`src/rtl/alloc_pkg.sv`:
```
// Shared phit type encoding and allocator state for the output-port allocator.
package alloc_pkg;

    localparam int TYPE_W = 2;

    typedef enum logic [TYPE_W-1:0] {
        PH_IDLE    = 2'd0,
        PH_TAIL    = 2'd1,
        PH_PAYLOAD = 2'd2,
        PH_HEAD    = 2'd3
    } phit_type_t;

    typedef enum logic {
        ST_IDLE = 1'b0,
        ST_BUSY = 1'b1
    } alloc_state_t;

endpackage

```
`src/rtl/rr_arbiter.sv`:
```
// Combinational round-robin arbiter: grants the first requester at or above ptr_i, wrapping.
module rr_arbiter #(
    parameter int N     = 4,
    parameter int IDX_W = $clog2(N)
) (
    input  logic [N-1:0]     req_i,
    input  logic [IDX_W-1:0] ptr_i,
    output logic [N-1:0]     grant_o,
    output logic [IDX_W-1:0] grant_idx_o
);

    always_comb begin
        int   j;
        logic found;
        grant_o     = '0;
        grant_idx_o = '0;
        found       = 1'b0;
        j           = 0;
        for (int i = 0; i < N; i++) begin
            j = int'(ptr_i) + i;
            if (j >= N) j = j - N;
            if (!found && req_i[j]) begin
                found       = 1'b1;
                grant_o[j]  = 1'b1;
                grant_idx_o = IDX_W'(j);
            end
        end
    end

endmodule

```
`src/rtl/allocator_rr.sv`:
```
// Output-port allocator: same-cycle grant to HEAD phits, held through PAYLOAD, released on TAIL.
// Define ALLOCATOR_RR_FIXED_PRIO_EN to pin the arbiter pointer at 0 (input 0 always wins).
module allocator_rr #(
    parameter int N_PORTS = 4,
    parameter int PORT_W  = $clog2(N_PORTS)
) (
    input  logic                             i_clk,
    input  logic                             i_rst,
    input  logic [PORT_W-1:0]                i_this_port,
    input  logic [N_PORTS-1:0][1:0]          i_type,
    input  logic [N_PORTS-1:0][PORT_W-1:0]   i_dest,
    output logic [N_PORTS-1:0]               o_select,
    output logic                             o_shift,
    output logic                             o_busy,
    output logic [PORT_W-1:0]                o_owner
);
    import alloc_pkg::*;

    localparam int IDX_W = $clog2(N_PORTS);

    alloc_state_t     state_q, state_d;
    logic [IDX_W-1:0] owner_q, owner_d;
    logic [IDX_W-1:0] ptr_q, ptr_d;

    logic [N_PORTS-1:0] req;
    logic [N_PORTS-1:0] grant;
    logic [IDX_W-1:0]   grant_idx;
    phit_type_t         owner_type;
    logic               hold;

    always_comb begin
        req = '0;
        for (int k = 0; k < N_PORTS; k++) begin
            req[k] = (phit_type_t'(i_type[k]) == PH_HEAD) && (i_dest[k] == i_this_port);
        end
    end

    rr_arbiter #(.N(N_PORTS), .IDX_W(IDX_W)) u_arb (
        .req_i       (req),
        .ptr_i       (ptr_q),
        .grant_o     (grant),
        .grant_idx_o (grant_idx)
    );

    assign owner_type = phit_type_t'(i_type[owner_q]);
    // An owner sending IDLE or HEAD has finished; the port frees up this very cycle.
    assign hold = (state_q == ST_BUSY) &&
                  ((owner_type == PH_PAYLOAD) || (owner_type == PH_TAIL));

    always_comb begin
        state_d  = state_q;
        owner_d  = owner_q;
        ptr_d    = ptr_q;
        o_select = '0;
        o_shift  = 1'b0;
        if (hold) begin
            o_select[owner_q] = 1'b1;
            if (owner_type == PH_TAIL) begin
                state_d = ST_IDLE;
                owner_d = '0;
            end
        end else if (|req) begin
            o_select = grant;
            o_shift  = 1'b1;
            state_d  = ST_BUSY;
            owner_d  = grant_idx;
`ifdef ALLOCATOR_RR_FIXED_PRIO_EN
            ptr_d    = '0;
`else
            ptr_d    = (grant_idx == IDX_W'(N_PORTS - 1)) ? '0 : grant_idx + IDX_W'(1);
`endif
        end else begin
            state_d = ST_IDLE;
            owner_d = '0;
        end
    end

    always_ff @(posedge i_clk) begin
        if (i_rst) begin
            state_q <= ST_IDLE;
            owner_q <= '0;
            ptr_q   <= '0;
        end else begin
            state_q <= state_d;
            owner_q <= owner_d;
            ptr_q   <= ptr_d;
        end
    end

    assign o_busy  = (state_q == ST_BUSY);
    assign o_owner = PORT_W'(owner_q);

endmodule

```
`config.mk`:
```
export PLATFORM = sky130hd
export DESIGN_NAME = allocator_rr
export DESIGN_NICKNAME = d
export VERILOG_FILES = /design/src/rtl/alloc_pkg.sv /design/src/rtl/rr_arbiter.sv /design/src/rtl/allocator_rr.sv
export SDC_FILE = /design/constraint.sdc
export NUM_CORES = 1
export LEC_CHECK = 0
export ABC_AREA = 1
export CAP_MARGIN = 40
export CORE_ASPECT_RATIO = 1.25
export CORE_MARGIN = 2
export CORE_UTILIZATION = 54
export CTS_BUF_LIST = sky130_fd_sc_hd__clkbuf_8
export CTS_CLUSTER_SIZE = 20
export DETAILED_ROUTE_END_ITERATION = 6
export PLACE_DENSITY = 0.9
export SETUP_SLACK_MARGIN = 0.1
export SLEW_MARGIN = 20
export SYNTH_ARGS = -nofsm -noshare
export SYNTH_HDL_FRONTEND = slang
export SYNTH_SLANG_ARGS = --single-unit
```
`constraint.sdc`:
```
create_clock -name i_clk -period 3.3 [get_ports i_clk]
set_input_delay 0.66 -clock i_clk [delete_from_list [all_inputs] [get_ports i_clk]]
set_output_delay 0.66 -clock i_clk [all_outputs]
set_load 0.005 [all_outputs]
```
==> run summary, run 1 <==
Status = did not finish
Failing step = global routing (5_1_grt)
Tool Error = [ERROR GRT-0232] Routing congestion too high. Check the congestion heatmap in the GUI.
Post CTS Setup Buffer Count = 0
Top-area cell type share of the netlist area = 19.6%
Sequential-to-total area share from yosys stat = 9.66%
Mapped Cells = 180
FFs w/ async S/R, synth = 0%
Placement row count = 17
Post-synth EDFFs = 0
I/O Pins = 28
Mapped Area = 1040 µm²
Starting density of the core = 58.0%
Buffers on Ports = 27
Distinct cell type count after synthesis = 23
Most common cell in the synthesized netlist = nand2_1
Die extent in x = 43.2 µm
Pin count of the biggest net entering global routing = 11
Most frequent cells after synthesis = nand2_1, inv_1, nand2_2, nand3_1, nor2_1
Final RePlAce weighted congestion = 0.979
Top_reg_cell synth = dfxtp_1
GR Util All Layers = 77.4%
CTS buffer count = 3
H-tree depth = 1
Gr ovfl total = 105
Syn Area/Cell = 5.76 µm²
Syn nets = 208
Synthesis-stage register bit count = 5
Die H = 53.0 µm
DP Worst Slack = -335 ps
# hold bufs at CTS = 0
Sink Count = 5
Synth warn = 0
Root buf cell = clkbuf_8
Worst-path end type = top-level output
Synth area leader = nand2_1
Synth top area cells = nand2_1, inv_1, dfxtp_1
Worst endpoint after global-route timing repair = o_select[0]
Clock Tree Buf Depth = 2
DP HPWL = 2.58 mm
metrics by stage:
stage / std cells / util, % / TNS, ps / area (µm²) / hold slack [ps]
after floorplan: 180 / - / 0 / 1040 / 522
after global placement: 244 / 82.0 / -1000 / 1470 / 534
after detailed placement: 244 / 82.0 / -1340 / 1470 / 544
after CTS: 248 / 88.3 / 0 / 1580 / 558
per-layer routing:
| layer | GRT usage, % | GRT overflow |
|---|---|---|
| met3 | 41.0 | 0 |
| met1 | 69.0 | 1 |
| met2 | 106 | 61 |
| met5 | 0 | 0 |
| met4 | 107 | 43 |
cell families after synthesis:
kind of cell	after synthesis	share of synthesized area [%]
fa+ha+maj	8	9.66
compound gates	28	16.2
simple gates	109	53.6
buf+inv	30	10.9
flops	5	9.66
timing repair:
action / in CTS
endpoints found under the hold margin: 0
gates resized for setup: 32
endpoints found under the setup margin: 5
pin swaps: 6
==> inputs of run 2 (changes only) <==
--- a/config.mk
+++ b/config.mk
@@ -7,14 +7,10 @@
 export LEC_CHECK = 0
 export ABC_AREA = 1
 export CAP_MARGIN = 40
-export CORE_ASPECT_RATIO = 1.25
-export CORE_MARGIN = 2
-export CORE_UTILIZATION = 54
-export CTS_BUF_LIST = sky130_fd_sc_hd__clkbuf_8
-export CTS_CLUSTER_SIZE = 20
+export CORE_AREA = 2 2 63 65
 export DETAILED_ROUTE_END_ITERATION = 6
-export PLACE_DENSITY = 0.9
-export SETUP_SLACK_MARGIN = 0.1
+export DIE_AREA = 0 0 65 67
+export PLACE_DENSITY_LB_ADDON = 0.15
 export SLEW_MARGIN = 20
 export SYNTH_ARGS = -nofsm -noshare
 export SYNTH_HDL_FRONTEND = slang
==> run 2 against run 1 <==
Synthesized cell count did not move; the flow now finishes without violations; synthesized area did not move.
==> run summary, run 2 <==
Die extent in x = 65 µm (+51%)
Switching part of the total = 41.8%
Syn Area/Cell = 5.76 µm² (unchanged)
Per-cell routed wire length = 10.5 µm
Post-synth EDFFs = 0 (unchanged)
# hold bufs at CTS = 0 (unchanged)
Sequential Power Share = 15.1%
Fmax = 322 MHz
Worst setup EP type = output pin
Core ar. = 3610 µm²
Buffers on Ports = 27 (unchanged)
Final nets = 256
Root buf cell = clkbuf_8
Slew Limit Headroom = 77.2%
Synth top area cells = nand2_1, inv_1, dfxtp_1
Final setup TNS = 0 ps
Antenna Cells = 0
Remaining DRCs = 0
Syn nets = 208 (unchanged)
CTS buffer count = 3 (unchanged)
CTS tree = yes
Sequential-to-total area share from yosys stat = 9.66% (unchanged)
Synth warn = 0 (unchanged)
Clock Tree Buf Depth = 2 (unchanged)
Area Overhead vs Synth = 51.6%
CP arrival = 2440 ps
Most frequent cells after synthesis = nand2_1, inv_1, nand2_2, nand3_1, nor2_1
DRT Pass-1 Iters = 4
Die area = 4360 µm²
Die H = 67 µm (+26%)
Static leakage = 0.813 nW
Synth area leader = nand2_1
Slew Limit Fails = 0
Pin count of the biggest net entering global routing = 11
Most common cell in the synthesized netlist = nand2_1
Status = complete, no violations
Most common cell after layout, fill and taps aside = nand2_1
GR Util All Layers = 14.3%
Distinct cell type count after synthesis = 23 (unchanged)
DP Worst Slack = -315 ps (+19.3 ps)
Initial antenna violation count = 0
I/O Pins = 28 (unchanged)
Iter 0 DRT Violations = 30
Vias after detailed routing = 1219
DRT antenna net count = 0
Mapped Area = 1040 µm² (unchanged)
Worst EP required = 2640 ps
Setup violations, final = 0
Clock power frac = 23.4%
Final Hold Violating Endpoints = 0
Via density = 4.43
Gr ovfl total = 0
Starting density of the core = 28.7% (-29 points)
Vias in the first global route = 1171
Sink Count = 5 (unchanged)
Comb pwr share = 61.5%
Worst slew pin tran = 341 ps
PD cells = 311 nW/µm²
Setup CP Type = input pin to output pin
Mapped Cells = 180 (unchanged)
H-tree depth = 1 (unchanged)
WL final = 2.90 mm
Top_reg_cell synth = dfxtp_1
Int Pwr = 0.000284 W
Max FO, Critical Path = 5
Clk_skew = 1.09 ps
Share of layout cells above drive strength 1 = 29.1%
FFs w/ async S/R, synth = 0% (unchanged)
Minimum clock period = 3100 ps
HP Class = flop to flop
Crit start category = input pin
Top-area cell type share of the netlist area = 19.6% (unchanged)
PnR worst setup slack = 195 ps
Clock Pin Slew Worst Setup and Hold Paths = 30 ps
First-pass GRT wire length = 4.97 mm
DP HPWL = 2.38 mm (-7.7%)
Period utilization = 94.1%
Most frequent cells in the layout = nand2_1, inv_1, clkdlybuf4s50_1
Clock latency on the worst-skew pair = 220 ps
Final RePlAce weighted congestion = 0.863 (-12%)
Placement row count = 22 (+5)
Max-cap violations = 0
Maximum vdd drop = 0.239 mV
Psw = 0.000204 W
Synthesis-stage register bit count = 5 (unchanged)
[run 2: cell counts after synthesis]
No cell type changed its count.
[run 2: worst paths after layout]
check	start	end	slack (ps)	cells after the start
worst max-delay path	i_type[6]	o_select[0]	200	13
worst min-delay path	o_owner[0]	o_owner[0]	550	2
worst max register to register	o_owner[1]	ptr_q[1]	1110	13
worst min register to register	o_owner[0]	o_owner[0]	550	2
[run 2: routing by layer]
metal  vias up  GRT usage [%]  part of all wire [%]
met2        18           24.9                    47
li1        671              -                     -
met3         0           2.70                   3.2
met1       530           18.9                    49
met5         -              0                     0
met4         0           1.60                     0
[run 2: kinds of logic (layout without fill, tap and decap cells)]
family / count (synthesis) / count (layout) / share of synthesized area, %
adders and majority gates: 8 / 8 / 9.66
AOI/OAI and AO/OA: 28 / 28 / 16.2
and+or+nand+nor: 109 / 109 / 53.6
DFF: 5 / 5 / 9.66
buffers and inverters: 30 / 77 / 10.9
[run 2: per-stage QoR]
stage	hold slack (ps)	total power (W)	instance area [µm²]	std cells	util, %
after detailed placement	549	0.000370	1480	270	41.0
after global routing	606	0.000533	1570	275	43.5
after floorplan	522	0.000245	1040	180	-
after CTS	554	0.000489	1540	275	42.7
final	549	0.000488	1570	275	43.5
after global placement	541	0.000375	1480	270	41.0
[run 2: layout make-up]
class	instances	area (µm²)
flip-flops and latches	5	100
clock buffers	4	45.0
well taps	48	60.1
multi-input cells	145	867
fillers	387	2040
repair buffers	43	385
inverters	30	113
[run 2: timing repair]
item,4_1_cts,5_1_grt
cloned,0,0
pin swaps,0,2
gates resized for setup,12,16
setup buffers,1,0
setup endpoints to repair,5,5
[run 2: critical path: stages]
cell,delay (ps)
clkdlybuf4s50_1,490
nand2_1,90
a21oi_2,190
nand3_2,130
nand3_2,110
nand2_4,90
nand3_2,130
inv_2,50
a21oi_1,170
o21ai_2,90
nand2_1,60
nand2_1,40
dlymetal6s2s_1,140
[run 2: power by group through the flow]
| stage | clock network (W) | registers [W] | logic (W) |
|---|---|---|---|
| floorplan | 0 | 0.0000805 | 0.000165 |
| global placement | 0 | 0.0000745 | 0.000301 |
| detailed placement | 0 | 0.0000747 | 0.000295 |
| CTS | 0.000117 | 0.0000738 | 0.000299 |
| global route | 0.000120 | 0.0000748 | 0.000338 |
| finish | 0.000114 | 0.0000736 | 0.000300 |
(Power assumes the default switching activity.)
==> inputs of run 3 (changes only) <==
--- a/config.mk
+++ b/config.mk
@@ -6,7 +6,6 @@
 export NUM_CORES = 1
 export LEC_CHECK = 0
 export ABC_AREA = 1
-export CAP_MARGIN = 40
 export CORE_AREA = 2 2 63 65
 export DETAILED_ROUTE_END_ITERATION = 6
 export DIE_AREA = 0 0 65 67
==> results of run 3 <==
Same layout as run 2: the final DEF is identical, and so are final timing and power.
==> inputs of run 4 (changes only) <==
--- a/config.mk
+++ b/config.mk
@@ -10,7 +10,9 @@
 export DETAILED_ROUTE_END_ITERATION = 6
 export DIE_AREA = 0 0 65 67
 export PLACE_DENSITY_LB_ADDON = 0.15
+export RECOVER_POWER = 50
 export SLEW_MARGIN = 20
 export SYNTH_ARGS = -nofsm -noshare
 export SYNTH_HDL_FRONTEND = slang
+export SYNTH_HIERARCHICAL = 1
 export SYNTH_SLANG_ARGS = --single-unit
==> run 4 against run 3 <==
Routed wire length grew 7.8%; critical path depth is 3 lower; largest cell class unchanged; clock power is 7% higher; global-route usage rose by 1.9 points; highest routed layer is now met4; synthesized area is 7.0% higher.
==> run summary, run 4 <==
Gr ovfl total = 0 (unchanged)
Worst slew pin tran = 299 ps (-42.1 ps)
Post-Synth Adder-Cell Area = 11.3% (+1.6 points)
Synthesis-stage register bit count = 5 (unchanged)
Clock Tree Buf Depth = 2 (unchanged)
Footprint of the multi-input gates = 940 µm² (+8.4%)
Setup CP Type = input pin to output pin
Multiplexer share of the synthesized area = 0% (unchanged)
Status = complete, no violations
Per-cell routed wire length = 11.4 µm (+8.2%)
Final nets = 257 (+0.39%)
Minimum clock period = 3210 ps (+102 ps)
Synth top area cells = nand3_1, nand2_1, ha_1
Mapped Cells = 181 (+0.56%)
CP max-delay cell = clkdlybuf4s50_1
Area Overhead vs Synth = 50.7%
CP arrival = 2550 ps (+110 ps)
DP Worst Slack = -341 ps (-25.9 ps)
Synth Area in XOR/XNOR = 0% (unchanged)
HP Class = flop to flop
Iter 0 DRT Violations = 54 (+80%)
Synth area leader = nand3_1
Sink Count = 5 (unchanged)
Post-Synth Simple-Gate Area = 52.4% (-1.3 points)
Most frequent cells after synthesis = nand2_1, nand3_1, inv_1, nor2_1, ha_1
Storage cell area = 100 µm² (unchanged)
Worst setup EP type = output pin
CTS tree = yes
First-pass GRT wire length = 5.53 mm (+11%)
PnR worst setup slack = 93.0 ps (-102 ps)
R2R Setup Slk = 1050 ps (-60 ps)
Initial antenna violation count = 0 (unchanged)
Final Hold Violating Endpoints = 0 (unchanged)
Placement row count = 22 (unchanged)
Mapped Area = 1110 µm² (+7.0%)
DRT Pass-1 Iters = 4 (unchanged)
Most frequent cells in the layout = nand2_1, nand3_1, inv_1
Crit start category = input pin
DP HPWL = 2.46 mm (+3.6%)
Maximum vdd drop = 0.249 mV (+4.4%)
Main combinational cell family by area after synthesis = simple AND/OR/NAND/NOR gates
CTS buffer count = 3 (unchanged)
Static leakage = 0.859 nW (+5.7%)
Share of layout cells above drive strength 1 = 30.1% (+1.0 points)
Distinct cell type count after synthesis = 27 (+17%)
Synth Area in Compound Gates = 13.5% (-2.6 points)
Clk_skew = 8.11 ps (+7.02 ps)
Core ar. = 3610 µm² (unchanged)
Fillers = 392 (+1.3%)
Root buf cell = clkbuf_8
PD cells = 389 nW/µm² (+25%)
Final Power = 0.000650 W (+33%)
WL final = 3.12 mm (+7.8%)
Clock latency on the worst-skew pair = 240 ps (+20 ps)
Slew Limit Headroom = 80.0% (+2.7 points)
Buffers on Ports = 27 (unchanged)
Most common cell after layout, fill and taps aside = nand2_1
Pin count of the biggest net entering global routing = 14 (+3)
Most common cell in the synthesized netlist = nand2_1
Final RePlAce weighted congestion = 0.903 (+4.7%)
Final setup TNS = 0 ps (unchanged)
Max FO, Critical Path = 4 (-1)
Period utilization = 97.2% (+3.1 points)
H-tree depth = 1 (unchanged)
Via density = 4.75 (+7.1%)
Max-cap violations = 0 (unchanged)
Vias in the first global route = 1275 (+8.9%)
Top-area cell type share of the netlist area = 17.6% (-2.0 points)
FFs w/ async S/R, synth = 0% (unchanged)
Clock Pin Slew Worst Setup and Hold Paths = 40 ps (about the same)
Starting density of the core = 30.7% (+2.0 points)
Remaining DRCs = 0 (unchanged)
I/O Pins = 28 (unchanged)
Syn nets = 211 (+1.4%)
CP Cell Sequence = clkdlybuf4s50_1 > inv_1 > o22ai_1 > a221oi_2 > ha_1 > nor2_2 > inv_2 > nand2_4 > inv_4 > clkdlybuf4s50_1
Slew Limit Fails = 0 (unchanged)
Antenna Cells = 0 (unchanged)
Die H = 67 µm (unchanged)
Syn Area/Cell = 6.12 µm² (+6.4%)
Sequential-to-total area share from yosys stat = 9.03% (-0.63 points)
Worst EP required = 2640 ps (about the same)
# hold bufs at CTS = 0 (unchanged)
Vias after detailed routing = 1301 (+6.7%)
Max stage delay on crit path = 440 ps (-50 ps)
Post-synth EDFFs = 0 (unchanged)
Die area = 4360 µm² (unchanged)
Top_reg_cell synth = dfxtp_1
DRT antenna net count = 0 (unchanged)
Fmax = 312 MHz (-3.2%)
GR Util All Layers = 16.2% (+1.9 points)
Most frequent CP cell = clkdlybuf4s50_1
Synth warn = 6 (+6)
Die extent in x = 65 µm (unchanged)
Setup violations, final = 0 (unchanged)
## run 4: cell types whose count changed in the layout (fill, tap and decap cells not counted), sizes merged, moves of 3 or more
cell	delta
clkdlybuf4s50	-8
nand2	-16
a22o	-3
nand3	+20
a21boi	+4
o21ai	-7
dlymetal6s2s	+3
dlygate4sd3	+3
## run 4: logic make-up (layout without fill, tap and decap cells)
| kind of cell | Yosys count | after routing |
|---|---|---|
| and+or+nand+nor | 111 | 111 |
| buffers and inverters | 33 | 78 |
| AOI/OAI and AO/OA | 22 | 22 |
| adders and majority gates | 10 | 10 |
| DFF | 5 | 5 |
## run 4: path summary, 6_finish.rpt
path                            startpoint         end  cells after the start
worst max register to register    ptr_q[1]    ptr_q[1]                     14
worst min-delay path            o_owner[0]  o_owner[0]                      2
worst min register to register  o_owner[0]  o_owner[0]                      2
worst max-delay path             i_type[5]     o_shift                     10
## run 4: layer usage
| metal | GRT usage [%] | part of all wire, % | vias up |
|---|---|---|---|
| met3 | 2.03 | 2.9 | 11 |
| met5 | 0 | 0 | - |
| met2 | 29.6 | 50 | 34 |
| met4 | 5.59 | 2.3 | 0 |
| li1 | - | - | 674 |
| met1 | 19.4 | 45 | 582 |
## run 4: worst max-delay path, delay by kind of cell
family | cells | cell delay (ps)
AO/OA/AOI/OAI | 2 | 290
adder cells (fa/ha/maj) | 1 | 280
buffers and inverters | 5 | 1060
AND/OR/NAND/NOR | 2 | 250
## run 4: area by class of cell
cell class / instances / share of cell area (%)
flip-flops and latches: 5 / 5.99
clock inverters: 1 / 0.300
well taps: 48 / 3.60
inverters: 32 / 8.46
repair buffers: 42 / 22.9
clock buffers: 3 / 2.47
multi-input cells: 143 / 56.3
## run 4: timing repair
item                                    CTS  global route
cloned                                    0             0
endpoints found under the setup margin    5             5
pin swaps                                 5            13
gates resized for setup                  17            25
setup buffers                             3             1
## run 4: power by group
group,internal [W],switching [W]
clock network,0.0000820,0.0000405
registers,0.0000700,0.00000959
logic,0.000190,0.000258
total,0.000342,0.000308
## run 4: metrics by stage
step                cells  utilization (%)  area, µm²  hold WS, ps
floorplan             181                -       1110          521
global placement      266             41.9       1510          552
detailed placement    266             41.9       1510          550
CTS                   273             44.2       1600          561
global route          274             46.3       1670          612
finish                274             46.3       1670          569
